## src/rtl/raster_tile_scheduler_pkg.sv

```systemverilog
// Shared types for the raster tile scheduler: triangle word, tile coordinate
// and the scheduler state encoding.
package raster_tile_scheduler_pkg;

    typedef logic [31:0] triangle_t;

    typedef struct packed {
        logic [7:0] x;
        logic [7:0] y;
    } tile_coord_t;

    typedef enum logic [1:0] {
        LOAD     = 2'd0,
        ISSUE    = 2'd1,
        DRAIN    = 2'd2,
        TILE_END = 2'd3
    } scheduler_state_t;

endpackage

```

## src/rtl/raster_tile_scheduler_store.sv

```systemverilog
// Triangle store: register array with one write port and a combinational read
// port, so the replayed triangle is available in the same cycle rd_addr moves.
module raster_tile_scheduler_store
    import raster_tile_scheduler_pkg::*;
#(
    parameter int DEPTH = 32,
    localparam int AW = $clog2(DEPTH)
) (
    input  logic          clk,
    input  logic          wr_en,
    input  logic [AW-1:0] wr_addr,
    input  triangle_t     wr_data,
    input  logic [AW-1:0] rd_addr,
    output triangle_t     rd_data
);

    triangle_t mem [DEPTH];

    // Contents are never reset; the scheduler's count defines what is valid.
    always_ff @(posedge clk) begin
        if (wr_en) begin
            mem[wr_addr] <= wr_data;
        end
    end

    assign rd_data = mem[rd_addr];

endmodule

```

## src/rtl/raster_tile_scheduler.sv

```systemverilog
// Buffers one frame of triangles, then replays the list once per tile and
// reports tile/frame boundaries once every issued triangle has finished.
//
// state    | meaning
// LOAD     | accepting the frame's triangle list from geometry
// ISSUE    | replaying store[rd_ptr] to the rasterizer for the current tile
// DRAIN    | waiting for outstanding triangles to finish rasterizing
// TILE_END | one-cycle boundary: tile_done (and frame_done on the last tile)
module raster_tile_scheduler
    import raster_tile_scheduler_pkg::*;
#(
    parameter int MAX_TRIANGLES = 32,
    parameter int TILES_X       = 5,
    parameter int TILES_Y       = 4
) (
    input  logic       clk,
    input  logic       rstn,
    output logic       triangle_s_ready,
    input  logic       triangle_s_valid,
    input  triangle_t  triangle_s_data,
    input  logic       triangle_s_last,
    input  logic       triangle_m_ready,
    output logic       triangle_m_valid,
    output triangle_t  triangle_m_data,
    output logic [7:0] tile_x,
    output logic [7:0] tile_y,
    input  logic       pixel_done,
    output logic       tile_done,
    output logic       frame_done,
    output logic       overflow
);

    localparam int AW = $clog2(MAX_TRIANGLES);
    localparam int CW = AW + 1;
    localparam logic [CW-1:0] MAX_COUNT = CW'(MAX_TRIANGLES);
    localparam logic [CW-1:0] ONE       = CW'(1);
    localparam logic [7:0]    LAST_X    = 8'(TILES_X - 1);
    localparam logic [7:0]    LAST_Y    = 8'(TILES_Y - 1);

    scheduler_state_t state;
    logic [CW-1:0]    count;
    logic [CW-1:0]    rd_ptr;
    logic [CW-1:0]    outstanding;
    tile_coord_t      tile;

    logic s_hs;
    logic m_hs;
    logic store_wr;

    assign s_hs     = triangle_s_valid & triangle_s_ready;
    assign m_hs     = triangle_m_valid & triangle_m_ready;
    assign store_wr = s_hs & (count != MAX_COUNT);

    raster_tile_scheduler_store #(
        .DEPTH (MAX_TRIANGLES)
    ) u_store (
        .clk     (clk),
        .wr_en   (store_wr),
        .wr_addr (count[AW-1:0]),
        .wr_data (triangle_s_data),
        .rd_addr (rd_ptr[AW-1:0]),
        .rd_data (triangle_m_data)
    );

    assign tile_x = tile.x;
    assign tile_y = tile.y;

    always_ff @(posedge clk or negedge rstn) begin
        if (!rstn) begin
            state            <= LOAD;
            count            <= '0;
            rd_ptr           <= '0;
            outstanding      <= '0;
            tile             <= '0;
            overflow         <= 1'b0;
            triangle_s_ready <= 1'b1;
            triangle_m_valid <= 1'b0;
            tile_done        <= 1'b0;
            frame_done       <= 1'b0;
        end else begin
            tile_done  <= 1'b0;
            frame_done <= 1'b0;

            // An issue and a completion in the same cycle cancel out.
            if (m_hs && !pixel_done) begin
                outstanding <= outstanding + ONE;
            end else if (!m_hs && pixel_done && outstanding != '0) begin
                outstanding <= outstanding - ONE;
            end

            case (state)
                LOAD: begin
                    if (s_hs) begin
                        if (count != MAX_COUNT) begin
                            count <= count + ONE;
                        end else begin
                            overflow <= 1'b1;
                        end
                        if (triangle_s_last) begin
                            state            <= ISSUE;
                            rd_ptr           <= '0;
                            tile             <= '0;
                            triangle_s_ready <= 1'b0;
                            triangle_m_valid <= 1'b1;
                        end
                    end
                end
                ISSUE: begin
                    if (triangle_m_ready) begin
                        rd_ptr <= rd_ptr + ONE;
                        if (rd_ptr + ONE == count) begin
                            state            <= DRAIN;
                            triangle_m_valid <= 1'b0;
                        end
                    end
                end
                DRAIN: begin
                    if (outstanding == '0) begin
                        state      <= TILE_END;
                        tile_done  <= 1'b1;
                        frame_done <= (tile.x == LAST_X) && (tile.y == LAST_Y);
                    end
                end
                TILE_END: begin
                    if (tile.x != LAST_X) begin
                        tile.x           <= tile.x + 8'd1;
                        rd_ptr           <= '0;
                        state            <= ISSUE;
                        triangle_m_valid <= 1'b1;
                    end else if (tile.y != LAST_Y) begin
                        tile.x           <= 8'd0;
                        tile.y           <= tile.y + 8'd1;
                        rd_ptr           <= '0;
                        state            <= ISSUE;
                        triangle_m_valid <= 1'b1;
                    end else begin
                        count            <= '0;
                        tile             <= '0;
                        overflow         <= 1'b0;
                        state            <= LOAD;
                        triangle_s_ready <= 1'b1;
                    end
                end
                default: begin
                    state <= LOAD;
                end
            endcase
        end
    end

endmodule

```

## config.mk

```make
export PLATFORM = sky130hd
export DESIGN_NAME = raster_tile_scheduler
export DESIGN_NICKNAME = d
export VERILOG_FILES = /design/src/rtl/raster_tile_scheduler_pkg.sv /design/src/rtl/raster_tile_scheduler_store.sv /design/src/rtl/raster_tile_scheduler.sv
export SDC_FILE = /design/constraint.sdc
export NUM_CORES = 1
export LEC_CHECK = 0
export CAP_MARGIN = 10
export CORE_MARGIN = 10
export CORE_UTILIZATION = 62
export CTS_CLUSTER_SIZE = 10
export DETAILED_ROUTE_END_ITERATION = 8
export PLACE_DENSITY_LB_ADDON = 0.1
export SETUP_SLACK_MARGIN = 0.5
export SKIP_LAST_GASP = 1
export SYNTH_ARGS = -nofsm -noshare
export SYNTH_HDL_FRONTEND = slang
export SYNTH_HIERARCHICAL = 1
export SYNTH_SLANG_ARGS = --single-unit
```

## constraint.sdc

```tcl
create_clock -name clk -period 4.8 [get_ports clk]
set_input_delay 0.96 -clock clk [delete_from_list [all_inputs] [get_ports clk]]
set_output_delay 0.96 -clock clk [all_outputs]
set_load 0.1 [all_outputs]
```

==> flow_summary.toml, run 1 <==
[outcome]
outcome = "complete, no violations"

[sta]
setup_slack_ns = 0.6621
fmax_mhz = 241.7
slew_headroom_pct = 17.90
final-max-slew-violation-count = 0
rsz0062_at_grt = "no"
tns_ns = 0
finalCriticalPeriod_ns = 4.138
fin_crit_sh_pct = 86.21
skew_ns = 0.01563
hold-worst-slack_ns = 0.4373
hold_viol_final = 0
worst_slew_pin_slew_ns = 1.228
setup-violations-final = 0

[worst_setup_path]
path_class = "flip-flop to output pin"
worstPathMaxFanout = 58
critPathArrivalTime_ns = 3.18
r2r_cells = 8
r2r-end = "u_store/mem[0][14]$_DFFE_PP_"
regToRegSetupSlack_ns = 1.43
rr_startpoint = "count[0]$_DFFE_PN0P_"
required_ns = 3.84
worstSetupEndpointType = "output pin"
startpoint_type = "flip-flop"

[route]
drtPass1Iterations = 5
vias = 23066
ant_nets = 0
via_per_inst = 6.456
wl_um = 98540
drc = 0
initialDrtViolationCount = 2111
wl_per_cell_um = 27.58

[floorplanning]
die_h_um = 281.3
core_mm2 = 0.06740
ios = 91
initial_core_util_pct = 62.82
rows = 95
die_area_mm2 = 0.07914
die_x_um = 281.3

[global_route]
grt_pass1_vias = 23367
gr-max-usage-layer = "met2"
gr-usage-met2_pct = 40.10
gr-usage-met3_pct = 5.109
gr-total-overflow = 0
grt_antenna_before_repair = 9
grt_max_degree = 97
grt_pass1_wl_um = 147100
grt_usage_pct = 24.99
met1_usage_pct = 33.80

[final_layout]
area_growth_pct = 13.01
nets = 2721
multi_input_area_mm2 = 0.009996
final_layout_size_suffix_gt1_share_pct = 11.42
fill_cells = 4161
seq_area_mm2 = 0.03178

[synthesis]
synth_top_flop_cell = "edfxtp_1"
syn_inst = 2501
synth_async_sr_flop_share_pct = 3.850
synth.cell_area_mm2 = 0.04234
synth_seq_area_share_pct = 75.05
yosysWarningCount = 6
synthesis.nets = 2554
synth-edff-count = 1024
ys_types = 52
avgSynthCellArea_um2 = 16.93
synth_seq_cells = 1065

[placement]
place_hpwl_um = 55940
gp_congestion = 0.8305
post-place-ws_ns = 0.9513
io_buffers = 90

[pwr]
peakVddDrop_v = 0.0003003
cellPowerDensity_mw_per_mm2 = 379.1
p_leak_nw = 14.56
power.total_w = 0.01814

[cts]
postCtsHoldBufs = 0
cts.sinks = 1065
path_clk_slew_ns = 0.06
h-tree-depth = 3
cts_buffers = 116
root_buffer = "clkbuf_16"
clock_latency_ns = 0.66
clock_path_buffers = 3
cts_tree = "yes"

[min_path]
min_path_type = "primary input to asynchronous set/reset pin"

[job]
maxCapViolations = 0
cells in the final DEF, fill, tap and decap left out, drive strengths merged, types with 4 or more instances in the layout:
master,n
dfrtp,40
nor3,37
nand3,114
or2,5
edfxtp,1024
o31ai,7
mux2i,515
nor2,52
a21oi,108
clkdlybuf4s50,57
inv,20
ha,14
mux2,5
and3,6
nand2b,10
buf,124
nand3b,5
nor2b,5
xnor2,7
nand2,126
nand4,6
clkbuf,142
and2,4
a22oi,96
a31oi,34
a21o,4
o21ai,28
xor2,7
a22o,67
Yosys cell counts, drive strengths merged (2+ instances only):
cell    count  share of area (%)
a22o       67                1.4
ha         14               0.41
nor4        2              0.030
o31ai       7               0.12
nand3     114                1.3
and2        3              0.044
or3         2              0.041
or2         5              0.074
edfxtp   1024                 73
nand2     126                1.1
nand4       6              0.089
a22oi      96                1.7
xnor2       7               0.14
a31oi      34               0.50
mux2        5               0.13
a21o        4              0.071
o21ai      28               0.33
xor2        7               0.14
nor3       37               0.44
nand2b     10               0.15
nand3b      5              0.089
dfrtp      40                2.4
buf        84                1.4
nor2       52               0.47
inv        18               0.16
and3        6              0.089
or3b        3              0.062
nor2b       5              0.074
o22ai       3              0.044
a41oi       3              0.062
a21oi     108                1.3
mux2i     515                 12
clkbuf     49               0.45
what timing repair did:
action,in CTS,in global routing
setup endpoints to repair,15,5
pin swaps,0,0
gates cloned,1,0
gates resized for setup,6,3
buffers inserted,3,3
hold endpoints to repair,0,0
worst max-delay path by stage:
stage,cells after the start,startpoint,endpoint
global route,6,rd_ptr[1]$_DFFE_PN0P_,triangle_m_data[30]
global placement,6,triangle_s_valid,u_store/mem[0][17]$_DFFE_PP_
finish,8,rd_ptr[2]$_DFFE_PN0P_,triangle_m_data[18]
floorplan,5,triangle_s_valid,u_store/mem[20][0]$_DFFE_PP_
detailed placement,6,triangle_s_valid,u_store/mem[0][13]$_DFFE_PP_
CTS,6,rd_ptr[1]$_DFFE_PN0P_,triangle_m_data[7]
through the flow:
stage / util, % / instance area (um2) / cells
after global routing: 70.98 / 47840 / 3571
final: 70.99 / 47850 / 3573
after global placement: 66.18 / 44610 / 3416
after detailed placement: 66.18 / 44610 / 3416
after floorplan: - / 42340 / 2501
after CTS: 70.91 / 47790 / 3567
cell families after synthesis:
group           Yosys count  share of synthesized area [%]
flops                  1065                          75.05
buf+inv                 151                          2.004
compound gates          358                          5.724
simple gates            378                          4.158
xor+xnor                 14                         0.2896
mux                     520                          12.31
fa+ha+maj                15                         0.4610
layer usage:
| layer | wire length (um) | up-vias |
|---|---|---|
| met4 | 2874 | 12 |
| met5 | 76 | - |
| met1 | 39640 | 11770 |
| met2 | 47780 | 954 |
| met3 | 8178 | 185 |
| li1 | - | 10145 |
sequential cells by signal (all words and copies together), names as in the netlist:
signal            flops
triangle_m_valid      1
triangle_s_ready      1
overflow              1
count                 6
state                 2
tile_x                8
u_store/mem        1024
rd_ptr                6
tile_done             1
tile_y                8
outstanding           6
frame_done            1
critical path, stage by stage (launching register included):
cell,delay [ns]
dfrtp_2,0.56
nor2b_4,0.24
buf_12,0.32
buf_4,0.33
a22o_1,0.16
nor3_1,0.05
a31oi_1,0.26
nand3_1,0.22
buf_4,0.29
power by group:
| group | total (W) | internal, W | switching [W] |
|---|---|---|---|
| clock network | 0.00760 | 0.00439 | 0.00322 |
| logic | 0.000295 | 0.0000951 | 0.000200 |
| registers | 0.0102 | 0.0102 | 0.0000197 |
| total | 0.0181 | 0.0147 | 0.00344 |
final cells by class:
type                    instances  area share (%)
clock inverters                 5          0.1124
flip-flops and latches       1065           66.43
well taps                     873           2.283
diodes                          3         0.01569
multi-input cells            1286           20.89
repair buffers                181           3.724
inverters                      18          0.1412
clock buffers                 142           6.404
Note: power is estimated with default switching activity, not from simulation.
==> run 2: changes to the inputs <==
--- a/config.mk
+++ b/config.mk
@@ -10,6 +10,7 @@
 export CORE_UTILIZATION = 62
 export CTS_CLUSTER_SIZE = 10
 export DETAILED_ROUTE_END_ITERATION = 8
+export MAX_ROUTING_LAYER = met4
 export PLACE_DENSITY_LB_ADDON = 0.1
 export SETUP_SLACK_MARGIN = 0.5
 export SKIP_LAST_GASP = 1
==> flow_summary.toml, run 2 (same netlist as run 1, synthesis figures left out) <==
[outcome]
outcome = "complete, no violations"

[route]
initialDrtViolationCount = 2162
wl_per_cell_um = 27.53
via_per_inst = 6.435
drtPass1Iterations = 6
drc = 0
vias = 23031
ant_nets = 0
wl_um = 98530

[pwr]
p_leak_nw = 14.56
seqPwrFrac_pct = 56.5
clkPwrFrac_pct = 41.9
pwr-share-comb_pct = 1.6
netSwitchingPower_w = 0.003436
p_sw_share_pct = 18.94
power.total_w = 0.01814
p_int_w = 0.01470
cellPowerDensity_mw_per_mm2 = 379.0
peakVddDrop_v = 0.0003007

[cts]
postCtsHoldBufs = 0
cts_tree = "yes"
root_buffer = "clkbuf_16"
path_clk_slew_ns = 0.06
cts.sinks = 1065
clock_latency_ns = 0.67
clock_path_buffers = 3
h-tree-depth = 3
cts_buffers = 116

[floorplanning]
die_h_um = 281.3
die_x_um = 281.3
rows = 95
ios = 91
die_area_mm2 = 0.07914
initial_core_util_pct = 62.82
core_mm2 = 0.06740

[worst_setup_path]
rr_startpoint = "count[0]$_DFFE_PN0P_"
required_ns = 3.84
cp_cell_sequence = "nor2b_4, buf_6, a22oi_1, a31oi_1, nand3_1, buf_4"
crit_start = "rd_ptr[1]$_DFFE_PN0P_"
startpoint_type = "flip-flop"
critPathArrivalTime_ns = 3.20
path_class = "flip-flop to output pin"
worstPathMaxFanout = 33
worstSetupEndpointType = "output pin"
critPathSlowestCell = "dfrtp_2"
slowest_delay_ns = 0.54

[sta]
worst_slew_pin_slew_ns = 1.170
finalCriticalPeriod_ns = 4.159
setup-violations-final = 0
slew_headroom_pct = 21.76
tns_ns = 0
rsz0062_at_grt = "no"
final-max-slew-violation-count = 0
skew_ns = 0.01868
hold_viol_final = 0
fmax_mhz = 240.4
fin_crit_sh_pct = 86.65

[final_layout]
area_growth_pct = 13.04
nets = 2721
largest_reg_flops = 1024
final_cell_count_no_fill = 3579
fill_cells = 4155
top_register = "u_store/mem"
final_common_cell = "edfxtp_1"
fin_util_pct = 71.01
final_layout_size_suffix_gt1_share_pct = 11.42
layout_common_cells = "1024 x edfxtp_1, 515 x mux2i_1, 125 x nand2_1, 119 x clkbuf_16, 114 x nand3_1"

[job]
maxCapViolations = 0

[placement]
gp_congestion = 0.8431
placed_cells = 3416
io_buffers = 90
place_hpwl_um = 55940

[min_path]
min_path_type = "primary input to asynchronous set/reset pin"

[global_route]
grt_pass1_wl_um = 147100
grt_max_degree = 97
grt_antenna_before_repair = 9
grt_usage_pct = 25.77
gr-total-overflow = 0
grt_pass1_vias = 23332
-- run 2: path summary, 6_finish.rpt --
check / endpoint / slack, ns / cells past startpoint
setup / recovery: triangle_m_data[7] / 0.64 / 6
hold / removal: tile_x[2]$_DFFE_PN0P_ / 0.43 / 1
setup reg to reg: u_store/mem[0][5]$_DFFE_PP_ / 1.40 / 8
hold reg to reg: outstanding[5]$_DFFE_PN0P_ / 0.47 / 1
max in group asynchronous: rd_ptr[0]$_DFFE_PN0P_ / 3.66 / 1
min in group clk: outstanding[5]$_DFFE_PN0P_ / 0.47 / 1
-- run 2: per-layer routing --
metal / track usage, % / vias to the layer above / share of wire (%)
met5: - / - / 0
met4: 8.734 / 0 / 2.9
met3: 5.001 / 187 / 8.1
met2: 40.29 / 888 / 48
met1: 33.91 / 11798 / 41
li1: - / 10158 / -
-- run 2: final cells by class --
type / instances / area [um2] / share of cell area (%)
diodes: 9 / 22.52 / 0.04706
clock buffers: 142 / 3064 / 6.402
clock inverters: 5 / 53.80 / 0.1124
inverters: 18 / 67.56 / 0.1412
multi-input cells: 1286 / 9996 / 20.89
flip-flops and latches: 1065 / 31780 / 66.41
well taps: 873 / 1092 / 2.282
repair buffers: 181 / 1782 / 3.723
-- run 2: timing repair --
action,in CTS,in global routing
endpoints found under the setup margin,15,5
cloned,1,0
setup buffers,3,3
resized for setup,6,3
-- run 2: stage by stage --
| stage | worst slack (ns) | hold WS, ns | area [um2] |
|---|---|---|---|
| after floorplan | 1.079 | 0.4434 | 42340 |
| after global routing | 0.5393 | 0.4826 | 47860 |
| final | 0.6408 | 0.4282 | 47860 |
| after CTS | 0.5063 | 0.4450 | 47790 |
| after global placement | 0.9449 | 0.4671 | 44610 |
| after detailed placement | 0.9513 | 0.4712 | 44610 |
-- run 2: power by group through the flow --
| stage | clock (W) | sequential [W] | combinational, W |
|---|---|---|---|
| 6_report | 0.00760 | 0.0102 | 0.000295 |
| 5_1_grt | 0.00807 | 0.0102 | 0.000329 |
| 4_1_cts | 0.00771 | 0.0102 | 0.000299 |
| 3_5_place_dp | 0 | 0.0104 | 0.000299 |
| 3_3_place_gp | 0 | 0.0104 | 0.000273 |
| 2_1_floorplan | 0 | 0.0104 | 0.000114 |
-- run 2: critical path, delay by kind of cell (launching register included) --
family,cells,cell delay [ns]
buffers and inverters,2,0.70
flip-flops,1,0.54
AND/OR/NAND/NOR,2,0.68
AO/OA/AOI/OAI,2,0.59
